**src/rtl/i2c_transaction_scheduler.sv**
```systemverilog
// Purpose: round-robin arbiter granting one of two requesters the shared I2C controller, with watchdog and bus-free gap.
// Latency: grant and Go one cycle after a request is sampled in IDLE; done pulse one cycle after I2CDone (or watchdog expiry).
// Backpressure: requests are levels held until the matching done pulse; a new grant waits for the gap to elapse.
module i2c_transaction_scheduler #(
    parameter int unsigned GAP_CYCLES     = 16,
    parameter int unsigned TIMEOUT_CYCLES = 4096
) (
    input  logic       clock,
    input  logic       Reset,
    input  logic       ReqA,
    input  logic       ReqB,
    input  logic [6:0] AddrA,
    input  logic [6:0] AddrB,
    input  logic       RWA,
    input  logic       RWB,
    input  logic [7:0] WDataA,
    input  logic [7:0] WDataB,
    input  logic       I2CDone,
    input  logic       I2CAckError,
    input  logic [7:0] I2CReadData,
    output logic       Go,
    output logic [6:0] SlaveAddr,
    output logic       ReadOrWrite,
    output logic [7:0] WriteData,
    output logic       GrantA,
    output logic       GrantB,
    output logic       DoneA,
    output logic       DoneB,
    output logic [7:0] RDataOut,
    output logic       Error,
    output logic       TimeOutFlag
);

    // Counters only need to reach their terminal value (N-1).
    localparam int unsigned WD_W  = (TIMEOUT_CYCLES > 2) ? $clog2(TIMEOUT_CYCLES) : 1;
    localparam int unsigned GAP_W = (GAP_CYCLES > 2) ? $clog2(GAP_CYCLES) : 1;
    localparam logic [WD_W-1:0]  WD_LAST  = WD_W'(TIMEOUT_CYCLES - 1);
    localparam logic [GAP_W-1:0] GAP_LAST = GAP_W'(GAP_CYCLES - 1);

    typedef enum logic [1:0] {
        S_IDLE   = 2'd0,
        S_BUSY   = 2'd1,
        S_FINISH = 2'd2,
        S_GAP    = 2'd3
    } state_t;

    state_t             state;
    logic               last_b;    // 1: B was the most recent owner
    logic               owner_b;   // 1: B owns the current transaction
    logic [WD_W-1:0]    wd_cnt;
    logic [GAP_W-1:0]   gap_cnt;
    logic               pick_b;

    // B wins when it is the only requester, or on a tie when A was served last.
    assign pick_b = ReqB && (!ReqA || !last_b);

    // Scheduler FSM with all handshake and datapath outputs registered.
    always_ff @(posedge clock) begin
        if (Reset) begin
            state       <= S_IDLE;
            last_b      <= 1'b1;
            owner_b     <= 1'b0;
            wd_cnt      <= '0;
            gap_cnt     <= '0;
            Go          <= 1'b0;
            SlaveAddr   <= 7'h00;
            ReadOrWrite <= 1'b0;
            WriteData   <= 8'h00;
            GrantA      <= 1'b0;
            GrantB      <= 1'b0;
            DoneA       <= 1'b0;
            DoneB       <= 1'b0;
            RDataOut    <= 8'h00;
            Error       <= 1'b0;
            TimeOutFlag <= 1'b0;
        end else begin
            DoneA <= 1'b0;
            DoneB <= 1'b0;
            case (state)
                S_IDLE: begin
                    if (ReqA || ReqB) begin
                        owner_b     <= pick_b;
                        GrantA      <= !pick_b;
                        GrantB      <= pick_b;
                        Go          <= 1'b1;
                        SlaveAddr   <= pick_b ? AddrB : AddrA;
                        ReadOrWrite <= pick_b ? RWB : RWA;
                        WriteData   <= pick_b ? WDataB : WDataA;
                        wd_cnt      <= '0;
                        state       <= S_BUSY;
                    end
                end
                S_BUSY: begin
                    // A completion on the terminal watchdog cycle still counts as a normal finish.
                    if (I2CDone || (wd_cnt == WD_LAST)) begin
                        if (I2CDone) begin
                            RDataOut <= I2CReadData;
                            Error    <= I2CAckError;
                        end else begin
                            RDataOut    <= 8'h00;
                            Error       <= 1'b1;
                            TimeOutFlag <= 1'b1;
                        end
                        Go     <= 1'b0;
                        GrantA <= 1'b0;
                        GrantB <= 1'b0;
                        DoneA  <= !owner_b;
                        DoneB  <= owner_b;
                        state  <= S_FINISH;
                    end else begin
                        wd_cnt <= wd_cnt + 1'b1;
                    end
                end
                S_FINISH: begin
                    last_b  <= owner_b;
                    gap_cnt <= '0;
                    state   <= S_GAP;
                end
                S_GAP: begin
                    if (gap_cnt == GAP_LAST) begin
                        state <= S_IDLE;
                    end else begin
                        gap_cnt <= gap_cnt + 1'b1;
                    end
                end
                default: state <= S_IDLE;
            endcase
        end
    end

endmodule

```
**config.mk**
```make
export PLATFORM = sky130hd
export DESIGN_NAME = i2c_transaction_scheduler
export DESIGN_NICKNAME = d
export VERILOG_FILES = /design/src/rtl/i2c_transaction_scheduler.sv
export SDC_FILE = /design/constraint.sdc
export NUM_CORES = 1
export LEC_CHECK = 0
export CORE_MARGIN = 2
export CORE_UTILIZATION = 39
export DETAILED_ROUTE_END_ITERATION = 8
export PLACE_DENSITY = 0.76
export SETUP_SLACK_MARGIN = 0.3
export SYNTH_ARGS = -nofsm -noshare
export SYNTH_HDL_FRONTEND = slang
export SYNTH_SLANG_ARGS = --single-unit
```
**constraint.sdc**
```tcl
create_clock -name clock -period 3.15 [get_ports clock]
set_clock_uncertainty 0.15 [all_clocks]
set_input_delay 0.63 -clock clock [delete_from_list [all_inputs] [get_ports clock]]
set_output_delay 0.63 -clock clock [all_outputs]
set_load 0.02 [all_outputs]
```
Yosys cells after proc, flatten, opt, wreduce, memory -nomap -nowiden
Index checks and enable logic that the tools add are counted.
{ "totals": {"regBits": 51, "inputBits": 46, "out_inout_bits": 31, "word_cells": 71} }
{ "op_classes": {"n_addsub": 2, "eq_ne": 10, "mux": 21, "bitwise": 3, "n_reduce_logical": 19} }
{ "op_table": {"columns": ["op", "count"], "rows": [
  ["$mux 12", 2],
  ["$pmux 12 s2", 1],
  ["$mux 8", 2],
  ["$add 12x1->12 const B", 1],
  ["$eq 12x12->1 const B", 1],
  ["$reduce_and 3->1", 4],
  ["$ne 2x2->1 const B", 5],
  ["$pmux 2 s4", 1],
  ["$pmux 4 s2", 1],
  ["$mux 7", 1],
  ["$mux 1", 6],
  ["$mux 2", 3],
  ["$pmux 1 s2", 3],
  ["$reduce_and 2->1", 3],
  ["$add 4x1->4 const B", 1],
  ["$eq 2x2->1 const B", 2],
  ["$eq 4x4->1 const B", 1],
  ["$logic_not 1->1", 4],
  ["$mux 4", 1],
  ["$reduce_bool 2->1", 2],
  ["$logic_or 1x1->1", 3],
  ["$not 1->1", 3],
  ["$reduce_or 3->1", 1],
  ["$eq 2x1->1 const B", 1],
  ["other kinds (2)", 2]
]} }

Depth between registers and ports, before layout
Gate-level depths: netlist of the first run.
{ "depth": {"ltp_word": 6, "depth_mapped": 8} }

Worst setup path after synthesis of the first run
No wires, ideal clock.
{ "synth_path": {"path_kind": "register to register", "startpoint": "reg state[0]", "endpoint": "reg wd_cnt[5]", "setup_ns": 0.086, "arrival_time_ns": 1.763, "t_required_ns": 2.914, "setup_slack_ns": 1.151, "stages_incl_launch_ff": 7, "n_path_buf": 0, "synth_period_minus_slack_ns": 1.999, "path_cell_list": "dfxtp_1 inv_1 ha_1 or3b_1 o21ai_2 or4_1 a221oi_2"} }
{ "synth_via": {"elab_chain_len": 3, "elab_cells_between_ends": 7, "cone_classes": "eq/ne: 3; mux: 1; reduce/logical: 3"} }
{ "synth_lines": {"columns": ["element", "line", "rtl"], "rows": [
  ["from (decl)", "47", "state_t state;"],
  ["from (signal assigned)", "60", "state <= S_IDLE;"],
  ["from (signal assigned)", "90", "state <= S_BUSY;"],
  ["from (signal assigned)", "109", "state <= S_FINISH;"],
  ["$eq 2x1->1 or $logic_not 2->1 (tied branches)", "79", "case (state)"],
  ["$ne 2x2->1 (no source line) or $reduce_bool 2->1 (tied branches)", null, null],
  ["$reduce_and 3->1 (no source line)", null, null],
  ["to (signal assigned)", "111", "wd_cnt <= wd_cnt + 1'b1;"],
  ["to (decl)", "50", "logic [WD_W-1:0] wd_cnt;"]
]} }
Parallel ways exist; a longest one is shown, timed or not.
A chain may end at the register's enable or synchronous reset.

Worst setup path after layout of the first run
{ "layout_path": {"startpoint": "in ReqA", "endpoint": "reg wd_cnt[5]"} }
{ "layout_via": {"elab_chain_len": 3} }
{ "layout_lines": {"columns": ["element", "line", "rtl"], "rows": [
  ["from (decl)", "10", "input logic ReqA,"],
  ["$logic_or 1x1->1", "81", "if (ReqA || ReqB) begin"],
  ["$ne 2x2->1 (no source line)", null, null],
  ["$reduce_and 3->1 (no source line)", null, null]
]} }
No other way between the ends.

==> impl_metrics.toml, run 1 <==
[status]
outcome = "completed"

[timing]
setup_violations = 0
drv_slew = 0
rsz0062_at_grt = "no"
max_slew.worst_pin.slew_ns = 0.635
layout_worst_path_cycle_share = 0.756
relSlewSlack = 0.577
period_needed_ns = 2.38
fmax_mhz = 420
hold_viol_final = 0
hold_slack_ns = 0.327
tns_ns = 0

[run]
cap_violations = 0

[worst_setup_path]
crit_fanout = 15
critPathRequiredTime_ns = 3.22
timing.critical_path.from_type = "input port"
cpLargestDelayFamily = "simple AND/OR/NAND/NOR gates"
cp_data_arrival_time_ns = 2.45
critical-path-slowest-cell = "or4_1"
path_cells = "clkdlybuf4s50_1 > or3b_1 > o21ai_2 > or4_1 > a221oi_2"
crit_path_end_kind = "flop"
slowest_delay_ns = 0.59
path_buf_inv = 1
critical_path_class = "in2reg"

[synth]
synth_top_family_by_area = "compound AO/OA/AOI/OAI gates"
synth_xor_area_frac = 0.00730
ys.warnings.count = 0
synth-edff-count = 0
ys_async_sr_fraction = 0
synth.area.mux_share = 0.0751
post_synth.cell_area_avg_sq_um = 9.30
synth.distinct_cells = 55
synthSimpleGateAreaFrac = 0.183
ys_seq_elements = 51
synth-compound-area-share = 0.224
syn_inst = 258
syn_area_sq_mm = 0.00240
synth_adder_area_share = 0.0313
syn_nets = 310
yosysSeqAreaShare = 0.426
synth_ff_type = "dfxtp_1"

[finish]
multi_input_area_sq_mm = 0.00125
layout_commonest_cell = "clkdlybuf4s50_1"
antennaDiodeCount = 0
fillers = 538
final_nets = 385
area_delta_synth_final_pct = 39.3
drive_gt1_frac = 0.0808
seq_area_sq_mm = 0.00102
design_area_sq_mm = 0.00334
final_cell_mix = "clkdlybuf4s50_1 (76), dfxtp_1 (51), nor2_1 (30)"

[drt]
wl_per_cell_um = 14.2
first_pass_iters = 4
finalWirelength_mm = 5.81
dr_total_vias = 2239
initialDrtViolationCount = 139
antenna_left = 0
drcViolationCount = 0
vias_per_cell = 5.47

[clock_network]
ctsHtreeMaxLevel = 2
path_clk_slew_ns = 0.09
tritoncts = "built"
clk_latency_ns = 0.30
numCtsBuffers = 5
ctsHoldBuffers = 0
cts_resized = 0
cts_setup_buffers = 0
clock_sinks = 51
ctsRootBufferMaster = "clkbuf_8"
clk_path_buf_depth = 2

[min_path]
hold_class = "reg2reg"

[placement]
gp_congestion = 0.890
hpwlAfterDp_mm = 4.35
place_area_sq_mm = 0.00322
io_buffers = 76

[grt]
grt_usage = 0.180
overflow = 0
antenna_found_initial = 0
grt_pass1_wl_mm = 9.47
grt_max_degree = 33
grt_pass1_vias = 2056

[die]
start_util = 0.405
die_y_um = 82.4
die_x_um = 82.4
core.rowCount = 28
core_area_sq_mm = 0.00592
ios = 77
dieArea_sq_mm = 0.00679

[power]
power_density_mw_per_mm2 = 717
ir_drop_uv = 352
total_leakage_power_nw = 1.24
[layout make-up]
| type | count | share of cell area |
|---|---|---|
| flip-flops and latches | 51 | 0.306 |
| inverters | 10 | 0.0112 |
| clock inverters | 2 | 0.0116 |
| well taps | 75 | 0.0281 |
| clock buffers | 6 | 0.0247 |
| repair buffers | 83 | 0.243 |
| multi-input cells | 182 | 0.375 |
[routing by layer]
layer / share of wire / track usage / vias to the layer above
met5: 0 / 0 / -
met2: 0.46 / 0.293 / 96
met1: 0.43 / 0.218 / 1024
met3: 0.10 / 0.0739 / 9
met4: 0.0096 / 0.0533 / 0
li1: - / - / 1110
[registers in the layout, indices dropped and copies added (netlist names)]
register and cells:
wd_cnt 12, TimeOutFlag 1, gap_cnt 4, Go 1, GrantB 1, RDataOut 8
state 2, WriteData 8, Error 1, DoneB 1, last_b 1, SlaveAddr 7
ReadOrWrite 1, GrantA 1, DoneA 1, owner_b 1
[logic make-up (layout without fill, tap and decap cells)]
logic type,after synthesis,after routing
fa+ha+maj,6,6
compound gates,69,69
xor+xnor,2,2
simple gates,87,87
buf+inv,25,101
flops,51,51
mux,18,18
[worst paths after layout]
kind | startpoint | to | slack (ns) | depth (start not counted)
worst min register to register | TimeOutFlag | TimeOutFlag | 0.33 | 2
worst min-delay path | TimeOutFlag | TimeOutFlag | 0.33 | 2
worst max register to register | state[0] | wd_cnt[5] | 0.83 | 6
worst max-delay path | ReqA | wd_cnt[5] | 0.77 | 5
[worst min-delay path, cell delays in order, from the launching register on]
cell     delay, ns
dfxtp_1       0.34
a31oi_1       0.04
nor2_1        0.07
[Yosys cell counts (3+ instances only)]
master / count / share of area
nor2_1: 30 / 0.047
dfxtp_1: 51 / 0.43
inv_1: 10 / 0.016
nand4_1: 4 / 0.010
nor3_1: 6 / 0.013
ha_1: 6 / 0.031
a31oi_1: 3 / 0.0078
and3_1: 4 / 0.010
o21ai_0: 5 / 0.010
a22o_1: 8 / 0.029
nand3_1: 10 / 0.021
o311ai_1: 3 / 0.011
buf_2: 4 / 0.0083
o21ai_1: 3 / 0.0063
clkbuf_1: 6 / 0.0094
mux2i_1: 18 / 0.075
a41oi_1: 3 / 0.011
a211oi_1: 17 / 0.053
a21oi_1: 6 / 0.013
or3_1: 3 / 0.0078
nand2_1: 12 / 0.019
[per-stage QoR]
| stage | setup WS, ns | util | instances | power (mW) |
|---|---|---|---|---|
| floorplan | 1.15 | - | 258 | 1.54 |
| global placement | 0.522 | 0.544 | 401 | 1.92 |
| detailed placement | 0.451 | 0.544 | 401 | 1.93 |
| CTS | 0.774 | 0.564 | 409 | 2.42 |
| global route | 0.698 | 0.564 | 409 | 2.56 |
| finish | 0.768 | 0.564 | 409 | 2.40 |
[report_power, final]
group,internal (mW),total [mW],switching [mW]
sequential,0.773,0.848,0.0756
clock,0.261,0.479,0.217
combinational,0.473,1.07,0.595
Power figures use the tool's default switching activity.
==> run 2: changes to the inputs <==
- PLACE_DENSITY: 0.76 -> 0.79
- clock period: 3.15 -> 2.1 ns (I/O delays scaled with it)
==> run 2 against run 1 <==
  * First-iteration DRC count is 11% higher
  * Critical path depth up 2
  * Utilization grew 11 points
  * Flip-flop and latch count is the same
  * Combinational power rose by 120%
  * Worst hold slack worse by 0.0019 ns
  * Global-route usage is 3.4 points higher
  * Clock power increased by 11%
  * Register-to-register slack worse by 0.58 ns
  * Power increased by 75%
  * Largest cell class unchanged
  * Largest power group unchanged
==> impl_metrics.toml, run 2 (same netlist as run 1, synthesis figures left out) <==
[finish]
multi_input_area_sq_mm = 0.00148
top_register = "wd_cnt"
area_delta_synth_final_pct = 66.3
antennaDiodeCount = 0
fillers = 475
final_nets = 438
largest_reg_flops = 12
design_area_sq_mm = 0.00399
layout_commonest_cell = "buf_4"
largestRegisters = "wd_cnt x12, RDataOut x8, WriteData x8"
seq_area_sq_mm = 0.00103
drive_gt1_frac = 0.286
final_cell_mix = "buf_4 (49), dfxtp_1 (47), clkdlybuf4s50_1 (42)"

[grt]
grt_pass1_vias = 2479
grt_usage = 0.215
antenna_found_initial = 0
met1_usage = 0.253
grt-busiest-layer = "met2"
grt_pass1_wl_mm = 11.2
grt_max_degree = 25
globalRouteMet2Util = 0.366
met3_usage = 0.0641
overflow = 0

[drt]
initialDrtViolationCount = 154
vias_per_cell = 5.52
drcViolationCount = 0
finalWirelength_mm = 7.58
antenna_left = 0
first_pass_iters = 4
dr_total_vias = 2540
wl_per_cell_um = 16.5

[power]
ir_drop_uv = 674
total_leakage_power_nw = 1.70
power_density_mw_per_mm2 = 1050

[min_path]
worstHoldStart = "RDataOut[0]"
holdPathStages = 1
hold_class = "reg2reg"
hold_end = "RDataOut[0]"

[timing]
tns_ns = 0
rsz0062_at_grt = "yes"
drv_slew = 0
max_slew.worst_pin.slew_ns = 0.386
fmax_mhz = 541
layout_worst_path_cycle_share = 0.881
hold_viol_final = 0
setup_violations = 0
relSlewSlack = 0.740
period_needed_ns = 1.85

[worst_setup_path]
reg2reg_depth = 7
path_buf_inv = 2
timing.critical_path.from_type = "flop"
critical-path-slowest-cell = "or4_4"
critPathRequiredTime_ns = 2.17
cpLargestDelayFamily = "simple AND/OR/NAND/NOR gates"
path_cells = "inv_2 > ha_4 > buf_8 > nand2_4 > o41ai_4 > or4_4 > a221oi_2"
critical_path_class = "reg2reg"
slowest_delay_ns = 0.53
crit_path_end_kind = "flop"
cp_data_arrival_time_ns = 1.92
reg2reg_from = "state[1]"
r2r_end = "wd_cnt[5]"
reg2reg_slack_ns = 0.25
crit_fanout = 5

[clock_network]
clk_path_buf_depth = 2
ctsRootBufferMaster = "clkbuf_8"
clk_latency_ns = 0.31
path_clk_slew_ns = 0.09
tritoncts = "built"
clock_sinks = 51
ctsHtreeMaxLevel = 2
numCtsBuffers = 5

[placement]
place_area_sq_mm = 0.00350
gp_congestion = 0.871
io_buffers = 76
hpwlAfterDp_mm = 4.91

[run]
cap_violations = 0

[die]
start_util = 0.405
core_area_sq_mm = 0.00592
dieArea_sq_mm = 0.00679
die_y_um = 82.4
core.rowCount = 28
die_x_um = 82.4
ios = 77

[status]
outcome = "completed"
[run 2: how the worst max path moves through the flow]
stage	from	endpoint	depth (start not counted)
finish	state[1]	wd_cnt[5]	7
detailed placement	ReqB	wd_cnt[5]	5
floorplan	wd_cnt[0]	state[0]	5
CTS	state[1]	wd_cnt[5]	7
global placement	Reset	wd_cnt[4]	4
global route	wd_cnt[0]	wd_cnt[6]	7
[run 2: power breakdown]
group,switching [mW],total [mW],internal (mW)
registers,0.116,1.28,1.17
logic,1.20,2.37,1.17
clock network,0.312,0.534,0.222
[run 2: what timing repair did]
item                                    in CTS  in global routing
endpoints found under the hold margin        0                  0
hold buffers                                 0                  0
endpoints found under the setup margin      53                 27
pin swaps                                    5                 15
resized for setup                           53                 31
gates cloned                                 0                  2
buffers inserted                            12                 10
[run 2: per-layer routing]
layer  wire length [um]  share of wire
met1               3150           0.42
met5                  0              0
met4                171          0.023
met3                525          0.069
met2               3730           0.49
[run 2: cell type report]
type | instances | area share
multi-input cells | 182 | 0.370
repair buffers | 136 | 0.317
flip-flops and latches | 51 | 0.258
well taps | 75 | 0.0235
clock buffers | 5 | 0.0173
inverters | 10 | 0.0110
clock inverters | 1 | 0.00188
[run 2: metrics by stage]
| stage | total power, mW | hold slack [ns] | setup slack (ns) | cells | utilization |
|---|---|---|---|---|---|
| floorplan | 2.38 | 0.275 | 0.294 | 258 | - |
| global placement | 3.13 | 0.291 | -0.0142 | 430 | 0.591 |
| detailed placement | 3.16 | 0.309 | -0.0700 | 430 | 0.591 |
| CTS | 3.91 | 0.327 | 0.218 | 448 | 0.630 |
| global route | 4.45 | 0.347 | 0.153 | 460 | 0.674 |
| finish | 4.19 | 0.325 | 0.251 | 460 | 0.674 |
